File: config.mk
export PLATFORM = sky130hd
export DESIGN_NAME = mmwave_chirp_scheduler_flat
export DESIGN_NICKNAME = d
export VERILOG_FILES = /design/src/rtl/mmwave_chirp_scheduler_if.sv /design/src/rtl/mmwave_chirp_scheduler.sv /design/src/flat_wrapper.sv
export SDC_FILE = /design/constraint.sdc
export NUM_CORES = 1
export LEC_CHECK = 0
export ABC_AREA = 1
export BUFFER_PORTS_ARGS = -buffer_cell sky130_fd_sc_hd__buf_4
export CAP_MARGIN = 20
export CORE_MARGIN = 3
export CORE_UTILIZATION = 52
export CTS_CLUSTER_DIAMETER = 120
export DETAILED_ROUTE_END_ITERATION = 8
export PLACE_DENSITY = 0.74
export SYNTH_ARGS = -nofsm -noshare
export SYNTH_HDL_FRONTEND = slang
export SYNTH_SLANG_ARGS = --single-unit
File: constraint.sdc
create_clock -name clk -period 17.5 [get_ports clk]
set_clock_uncertainty 0.15 [all_clocks]
set_input_delay 1.75 -clock clk [delete_from_list [all_inputs] [get_ports clk]]
set_output_delay 1.75 -clock clk [all_outputs]
set_load 0.01 [all_outputs]
File: src/rtl/mmwave_chirp_scheduler_if.sv
// Configuration and timing-strobe bundle of the chirp scheduler.
// master drives configuration and observes strobes; slave is the scheduler side.
interface mmwave_chirp_scheduler_if #(
  parameter int FRAME_CNT_W = 16
);
  logic                   cfg_sys_en_i;
  logic                   cfg_vco_enable_i;
  logic [15:0]            cfg_chirp_freq_psc_i;
  logic [4:0]             cfg_chirp_num_i;
  logic [31:0]            cfg_period_psc_i;
  logic [31:0]            cfg_ad_samplerate_psc_i;
  logic                   chirp_start_o;
  logic                   chirp_active_o;
  logic [4:0]             chirp_idx_o;
  logic                   ad_sample_tick_o;
  logic                   frame_done_o;
  logic [FRAME_CNT_W-1:0] frame_cnt_o;
  logic                   busy_o;
  logic                   cfg_err_o;

  modport master (
    output cfg_sys_en_i, cfg_vco_enable_i, cfg_chirp_freq_psc_i,
           cfg_chirp_num_i, cfg_period_psc_i, cfg_ad_samplerate_psc_i,
    input  chirp_start_o, chirp_active_o, chirp_idx_o, ad_sample_tick_o,
           frame_done_o, frame_cnt_o, busy_o, cfg_err_o
  );

  modport slave (
    input  cfg_sys_en_i, cfg_vco_enable_i, cfg_chirp_freq_psc_i,
           cfg_chirp_num_i, cfg_period_psc_i, cfg_ad_samplerate_psc_i,
    output chirp_start_o, chirp_active_o, chirp_idx_o, ad_sample_tick_o,
           frame_done_o, frame_cnt_o, busy_o, cfg_err_o
  );
endinterface

File: src/rtl/mmwave_chirp_scheduler.sv
// Frame/chirp/ADC-tick sequencer for an FMCW radar front end; all outputs registered,
// first chirp one cycle after the start condition; no backpressure (free-running timer).
module mmwave_chirp_scheduler #(
  parameter int FRAME_CNT_W = 16
) (
  input  logic                        clk,
  input  logic                        rst,
  mmwave_chirp_scheduler_if.slave     bus
);

  typedef enum logic [1:0] {IDLE, CHIRP, GAP} state_t;

  state_t                 state, nxt_state;
  logic [31:0]            fc, nxt_fc;
  logic [15:0]            co, nxt_co;
  logic [4:0]             idx, nxt_idx;
  logic [31:0]            scnt, nxt_scnt;
  logic [4:0]             num, nxt_num;
  logic [15:0]            len, nxt_len;
  logic [31:0]            spl, nxt_spl;
  logic [31:0]            last, nxt_last;
  logic [FRAME_CNT_W-1:0] frame_cnt, nxt_frame_cnt;
  logic                   err, nxt_err;

  logic                   chirp_start, chirp_active, sample_tick, frame_done, busy;
  logic                   nxt_start, nxt_active, nxt_tick, nxt_done, nxt_busy;

  logic [20:0]            in_nl;
  logic [31:0]            in_nl_ext;
  logic [31:0]            in_last;
  logic                   in_short;
  logic                   cfg_ok;
  logic                   start_ok;
  logic                   sample_hit;
  logic                   launch;

  // Frame geometry derived directly from the live configuration, used only at a latch point.
  assign in_nl     = {16'd0, bus.cfg_chirp_num_i} * {5'd0, bus.cfg_chirp_freq_psc_i};
  assign in_nl_ext = {11'd0, in_nl};
  assign in_last   = ((bus.cfg_period_psc_i > in_nl_ext) ? bus.cfg_period_psc_i : in_nl_ext) - 32'd1;
  assign in_short  = bus.cfg_period_psc_i < in_nl_ext;
  assign cfg_ok    = (bus.cfg_chirp_num_i != 5'd0) && (bus.cfg_chirp_freq_psc_i != 16'd0);
  assign start_ok  = bus.cfg_sys_en_i && bus.cfg_vco_enable_i && cfg_ok;
  assign sample_hit = (spl != 32'd0) && (scnt == spl - 32'd1);

  always_comb begin
    nxt_state     = state;
    nxt_fc        = fc;
    nxt_co        = co;
    nxt_idx       = idx;
    nxt_scnt      = scnt;
    nxt_num       = num;
    nxt_len       = len;
    nxt_spl       = spl;
    nxt_last      = last;
    nxt_err       = err;
    nxt_frame_cnt = frame_cnt;
    launch        = 1'b0;

    case (state)
      IDLE: begin
        if (bus.cfg_sys_en_i && bus.cfg_vco_enable_i) begin
          if (cfg_ok) launch = 1'b1;
          else        nxt_err = 1'b1;
        end
      end
      default: begin
        if (!bus.cfg_sys_en_i) begin
          nxt_state = IDLE;
        end else if (fc == last) begin
          if (start_ok) launch = 1'b1;
          else          nxt_state = IDLE;
        end else begin
          nxt_fc = fc + 32'd1;
          if (state == CHIRP) begin
            if (co == len - 16'd1) begin
              if (idx == num - 5'd1) begin
                nxt_state = GAP;
              end else begin
                nxt_co   = 16'd0;
                nxt_idx  = idx + 5'd1;
                nxt_scnt = 32'd0;
              end
            end else begin
              nxt_co   = co + 16'd1;
              nxt_scnt = sample_hit ? 32'd0 : scnt + 32'd1;
            end
          end
        end
      end
    endcase

    // A frame start relatches the whole configuration, whether from IDLE or back-to-back.
    if (launch) begin
      nxt_state = CHIRP;
      nxt_fc    = 32'd0;
      nxt_co    = 16'd0;
      nxt_idx   = 5'd0;
      nxt_scnt  = 32'd0;
      nxt_num   = bus.cfg_chirp_num_i;
      nxt_len   = bus.cfg_chirp_freq_psc_i;
      nxt_spl   = bus.cfg_ad_samplerate_psc_i;
      nxt_last  = in_last;
      if (in_short) nxt_err = 1'b1;
    end

    if (nxt_state == IDLE) begin
      nxt_fc   = 32'd0;
      nxt_co   = 16'd0;
      nxt_idx  = 5'd0;
      nxt_scnt = 32'd0;
    end

    if (!bus.cfg_sys_en_i) nxt_err = 1'b0;

    nxt_active = (nxt_state == CHIRP);
    nxt_start  = nxt_active && (nxt_co == 16'd0);
    nxt_tick   = nxt_active && (nxt_spl != 32'd0) && (nxt_scnt == nxt_spl - 32'd1);
    nxt_busy   = (nxt_state != IDLE);
    nxt_done   = nxt_busy && (nxt_fc == nxt_last);
    if (nxt_done) nxt_frame_cnt = frame_cnt + FRAME_CNT_W'(1);
  end

  always_ff @(posedge clk or posedge rst) begin
    if (rst) begin
      state        <= IDLE;
      fc           <= 32'd0;
      co           <= 16'd0;
      idx          <= 5'd0;
      scnt         <= 32'd0;
      num          <= 5'd0;
      len          <= 16'd0;
      spl          <= 32'd0;
      last         <= 32'd0;
      err          <= 1'b0;
      frame_cnt    <= '0;
      chirp_start  <= 1'b0;
      chirp_active <= 1'b0;
      sample_tick  <= 1'b0;
      frame_done   <= 1'b0;
      busy         <= 1'b0;
    end else begin
      state        <= nxt_state;
      fc           <= nxt_fc;
      co           <= nxt_co;
      idx          <= nxt_idx;
      scnt         <= nxt_scnt;
      num          <= nxt_num;
      len          <= nxt_len;
      spl          <= nxt_spl;
      last         <= nxt_last;
      err          <= nxt_err;
      frame_cnt    <= nxt_frame_cnt;
      chirp_start  <= nxt_start;
      chirp_active <= nxt_active;
      sample_tick  <= nxt_tick;
      frame_done   <= nxt_done;
      busy         <= nxt_busy;
    end
  end

  assign bus.chirp_start_o    = chirp_start;
  assign bus.chirp_active_o   = chirp_active;
  assign bus.chirp_idx_o      = idx;
  assign bus.ad_sample_tick_o = sample_tick;
  assign bus.frame_done_o     = frame_done;
  assign bus.frame_cnt_o      = frame_cnt;
  assign bus.busy_o           = busy;
  assign bus.cfg_err_o        = err;

endmodule

File: src/flat_wrapper.sv
// flat-port wrapper written by rule: the top's interface ports become plain ports
module mmwave_chirp_scheduler_flat 
#(
  parameter int FRAME_CNT_W = 16
)
  (clk, rst, bus_cfg_sys_en_i, bus_cfg_vco_enable_i, bus_cfg_chirp_freq_psc_i, bus_cfg_chirp_num_i, bus_cfg_period_psc_i, bus_cfg_ad_samplerate_psc_i, bus_chirp_start_o, bus_chirp_active_o, bus_chirp_idx_o, bus_ad_sample_tick_o, bus_frame_done_o, bus_frame_cnt_o, bus_busy_o, bus_cfg_err_o);
  mmwave_chirp_scheduler_if #(.FRAME_CNT_W(FRAME_CNT_W)) bus_i ();
  input  logic clk;
  input  logic rst;
  input wire logic [$bits(bus_i.cfg_sys_en_i)-1:0] bus_cfg_sys_en_i;
  input wire logic [$bits(bus_i.cfg_vco_enable_i)-1:0] bus_cfg_vco_enable_i;
  input wire logic [$bits(bus_i.cfg_chirp_freq_psc_i)-1:0] bus_cfg_chirp_freq_psc_i;
  input wire logic [$bits(bus_i.cfg_chirp_num_i)-1:0] bus_cfg_chirp_num_i;
  input wire logic [$bits(bus_i.cfg_period_psc_i)-1:0] bus_cfg_period_psc_i;
  input wire logic [$bits(bus_i.cfg_ad_samplerate_psc_i)-1:0] bus_cfg_ad_samplerate_psc_i;
  output wire logic [$bits(bus_i.chirp_start_o)-1:0] bus_chirp_start_o;
  output wire logic [$bits(bus_i.chirp_active_o)-1:0] bus_chirp_active_o;
  output wire logic [$bits(bus_i.chirp_idx_o)-1:0] bus_chirp_idx_o;
  output wire logic [$bits(bus_i.ad_sample_tick_o)-1:0] bus_ad_sample_tick_o;
  output wire logic [$bits(bus_i.frame_done_o)-1:0] bus_frame_done_o;
  output wire logic [$bits(bus_i.frame_cnt_o)-1:0] bus_frame_cnt_o;
  output wire logic [$bits(bus_i.busy_o)-1:0] bus_busy_o;
  output wire logic [$bits(bus_i.cfg_err_o)-1:0] bus_cfg_err_o;
  assign bus_i.cfg_sys_en_i = bus_cfg_sys_en_i;
  assign bus_i.cfg_vco_enable_i = bus_cfg_vco_enable_i;
  assign bus_i.cfg_chirp_freq_psc_i = bus_cfg_chirp_freq_psc_i;
  assign bus_i.cfg_chirp_num_i = bus_cfg_chirp_num_i;
  assign bus_i.cfg_period_psc_i = bus_cfg_period_psc_i;
  assign bus_i.cfg_ad_samplerate_psc_i = bus_cfg_ad_samplerate_psc_i;
  assign bus_chirp_start_o = bus_i.chirp_start_o;
  assign bus_chirp_active_o = bus_i.chirp_active_o;
  assign bus_chirp_idx_o = bus_i.chirp_idx_o;
  assign bus_ad_sample_tick_o = bus_i.ad_sample_tick_o;
  assign bus_frame_done_o = bus_i.frame_done_o;
  assign bus_frame_cnt_o = bus_i.frame_cnt_o;
  assign bus_busy_o = bus_i.busy_o;
  assign bus_cfg_err_o = bus_i.cfg_err_o;
  mmwave_chirp_scheduler #(.FRAME_CNT_W(FRAME_CNT_W)) u_core (.clk(clk), .rst(rst), .bus(bus_i));
endmodule
==> summary.txt <==
Die
  – Die area: 41400 µm²
  – Initial Utilization: 53.3%
  – Die Ht: 203 µm
  – Total core area: about 38000 µm²
  – Ports: 116
  – Row cnt: 71
  – Die Wd: 203 µm

Route
  – DRC violations left: 0
  – 1st-pass router iterations: 6
  – Final wirelength: 62900 µm
  – Routed wire length per instance: 16.5 µm
  – Post-route ant nets: 0
  – Via count: around 21000
  – Initial drt markers: 1735
  – Vias per cell: 5.44

Timing
  – RSZ-0062 raised after global routing: false
  – Slew @ Worst Pin: between 0.9 and 1 ns
  – Final number of hold-violating endpoints: 0
  – Sum of negative setup slack: 0 ns
  – Max transition margin: 36.2%
  – Final Max Slew Viols: 0
  – Setup Viol. Count Final: 0
  – Slack of the critical path: 7.70 ns
  – Post-layout minimum cycle time: between 9 and 10 ns
  – Fmax: 102 MHz
  – Period Utilization, post-route: between 50% and 60%

Synth
  – Synth Flop Type: dfrtp_1
  – Seq cells post-synth: 194
  – Cell area after synthesis: 20300 µm²
  – Ranking of synthesized cells by area: dfrtp_1, nand2_1, inv_1
  – Post-Synthesis Cells: 3228
  – Top-count cell post-synth: nand2_1
  – Seq/Total Area, Yosys: 24.0%
  – Mapped Avg Cell Area: 6.28 µm²
  – Distinct cells, synth: 61
  – Post-synth top area share: 24.0%
  – Asr flop ratio synth: 100%
  – Number of synthesized flops with an enable pin: 0
  – Commonest cells in the netlist: nand2_1, inv_1, nor2_1
  – Yosys warns: 0
  – Synth Net Count: 3416
  – Area leader, netlist: dfrtp_1

Clock network
  – CTS sink cnt: 194
  – Resized cells post-CTS: 0
  – H-Tree Depth: 4
  – Largest buffer count on any clock path: 2
  – Postcts setup bufs: 0
  – CTS clock-pin slew for the worst setup and hold paths: 0.07 ns
  – CTS tree: built
  – CTS buffer count: 17
  – Hold Buf Count CTS: 0
  – Clk_lat worst skew: 0.46 ns
  – Root buf cell: clkbuf_16

Place
  – Post-DP HPWL: around 50000 µm
  – DP Worst Slack: 7.39 ns
  – Final RePlAce weighted congestion: 0.943
  – PortBufs: 115
  – Placed inst area: ~21000 µm²

Setup path
  – Crit-path max FO: 40
  – R2r worst-path depth: 25
  – Worst Setup Start Kind: primary input
  – WS Path Type: primary input to flip-flop
  – CP most frequent cell: nand2_1
  – R2R setup slack: 11.02 ns
  – Data required time of the worst path: 17.75 ns
  – Max stage delay on crit path: 0.58 ns
  – Critical Path End Type: flip-flop
  – Crit path arrival time: around 10 ns
  – Slowest CP cell: nand4_4

Global route
  – Tot GR Track Use: 30.6%
  – Number of global-route vias before repair: 20173
  – Initial antenna violation count: 1
  – Largest net degree at the start of global routing: 128
  – First-pass GRT wire length: 102000 µm
  – Congestion Overflow GR: 0

Hold path
  – Hold path depth: 2
  – HP Class: flip-flop to flip-flop

Layout
  – Layout cell share with drive strength beyond 1: 8.34%
  – Design area: 22000 µm²
  – Diode count: 0
  – Fin util: 57.9%
  – Syn-to-layout area delta: 8.62%
  – Nets: 3474

Power and ir drop
  – Reg power frac: 32.0%
  – LEAKAGE: 11.7 nW
  – Pwr Density: 76.1 nW/µm²
  – Clock share of power: 24.1%
  – Pint: approximately 0.96 mW
  – Max IR drop VDD: about 0.047 mV
  – Combinational fraction of design power: 43.8%
  – P_sw: 0.712 mW
  – Switching Share: 42.5%

Run status
  – Status: finished, final reports clean

Job
  – Maxcap violations: 0
registers in the layout, indices dropped and copies added, names as in the netlist:
signal                       flops
u_core.bus.chirp_active_o        1
u_core.bus.frame_cnt_o          16
u_core.co                       16
u_core.last                     32
u_core.scnt                     32
u_core.bus.ad_sample_tick_o      1
u_core.bus.busy_o                1
u_core.bus.chirp_idx_o           5
u_core.fc                       32
u_core.spl                      32
u_core.len                      16
u_core.state                     2
u_core.bus.chirp_start_o         1
u_core.bus.frame_done_o          1
u_core.num                       5
u_core.bus.cfg_err_o             1
cell families (layout without fill, tap and decap cells):
kind of cell,count (synthesis),in the layout,synth area share [%]
adder cells (fa/ha/maj),99,99,7.67
AO/OA/AOI/OAI,233,233,6.32
AND/OR/NAND/NOR,1863,1863,40.9
buffers and inverters,634,705,12.3
flip-flops,194,194,24.0
XOR/XNOR,205,205,8.86
power by group through the flow:
stage | Clock [mW] | Sequential [mW] | Combinational (mW)
6_report | 0.404 | 0.537 | 0.734
5_1_grt | 0.426 | 0.543 | 0.839
4_1_cts | 0.409 | 0.535 | 0.731
3_5_place_dp | 0 | 0.544 | 0.725
3_3_place_gp | 0 | 0.542 | 0.716
2_1_floorplan | 0 | 0.531 | 0.550
area by class of cell:
cell class | instances | area (µm²)
Fill cell | 3826 | 16000
Multi-Input combinational cell | 2400 | 12900
Sequential cell | 194 | 4850
Inverter | 549 | 2070
Timing Repair Buffer | 124 | 931
Tap cell | 511 | 639
Clock buffer | 20 | 457
Clock inverter | 12 | 130
per-layer routing:
metal  wire length [µm]  part of all wire (%)  global-route usage [%]
met5                 14                 0.022                       0
met1              27900                    44                    40.8
met2              29100                    46                    50.7
met4               2110                   3.3                    11.3
met3               3830                   6.1                    4.44
cell usage in the layout, fill, tap and decap left out, types with 4 or more instances in the layout:
master     synthesis  layout
nand2_1          961     960
inv_1            536     534
nor2_1           321     320
nand3_1          269     269
dfrtp_1          194     194
xor2_1           150     150
buf_4              8     124
o21ai_0          111     111
nand4_1           85      85
a21oi_1           66      66
nor3_1            59      59
ha_1              57      57
xnor2_1           55      55
fa_1              42      42
nor4_1            28      28
nand2_2           24      24
nand3b_1          23      23
nor2_2            20      20
or2_2             18      18
clkbuf_16          0      17
nand3_2           14      14
inv_2             12      13
o21ai_1           11      11
o22ai_1            9       9
nor2_4             7       8
o211ai_1           8       8
nor3b_1            6       6
a211oi_1           6       6
nor3_2             5       5
and2_1             5       5
clkinv_2           0       4
critical path: cells and delay by family:
family | cells | cell delay, ns
buf+inv | 6 | 0.52
xor+xnor | 1 | 0.27
simple gates | 28 | 5.01
fa+ha+maj | 6 | 2.45
stage by stage:
stage,power (mW),instances,hold WS [ns]
after CTS,1.68,3810,0.350
final,1.68,3810,0.344
after global placement,1.26,3778,0.323
after detailed placement,1.27,3778,0.333
after floorplan,1.08,3228,0.303
after global routing,1.81,3810,0.399
worst paths after layout:
kind | start | end
max | bus_cfg_chirp_num_i[4] | u_core.bus.frame_cnt_o[15]$_DFFE_PP0P_
min | u_core.num[1]$_DFFE_PP0P_ | u_core.num[1]$_DFFE_PP0P_
max reg2reg | u_core.fc[23]$_DFF_PP0_ | u_core.bus.ad_sample_tick_o$_DFF_PP0_
min reg2reg | u_core.num[1]$_DFFE_PP0P_ | u_core.num[1]$_DFFE_PP0P_
max in group asynchronous | rst | u_core.last[13]$_DFF_PP0_
min in group asynchronous | rst | u_core.spl[4]$_DFF_PP0_
Power figures use the tool's default switching activity.
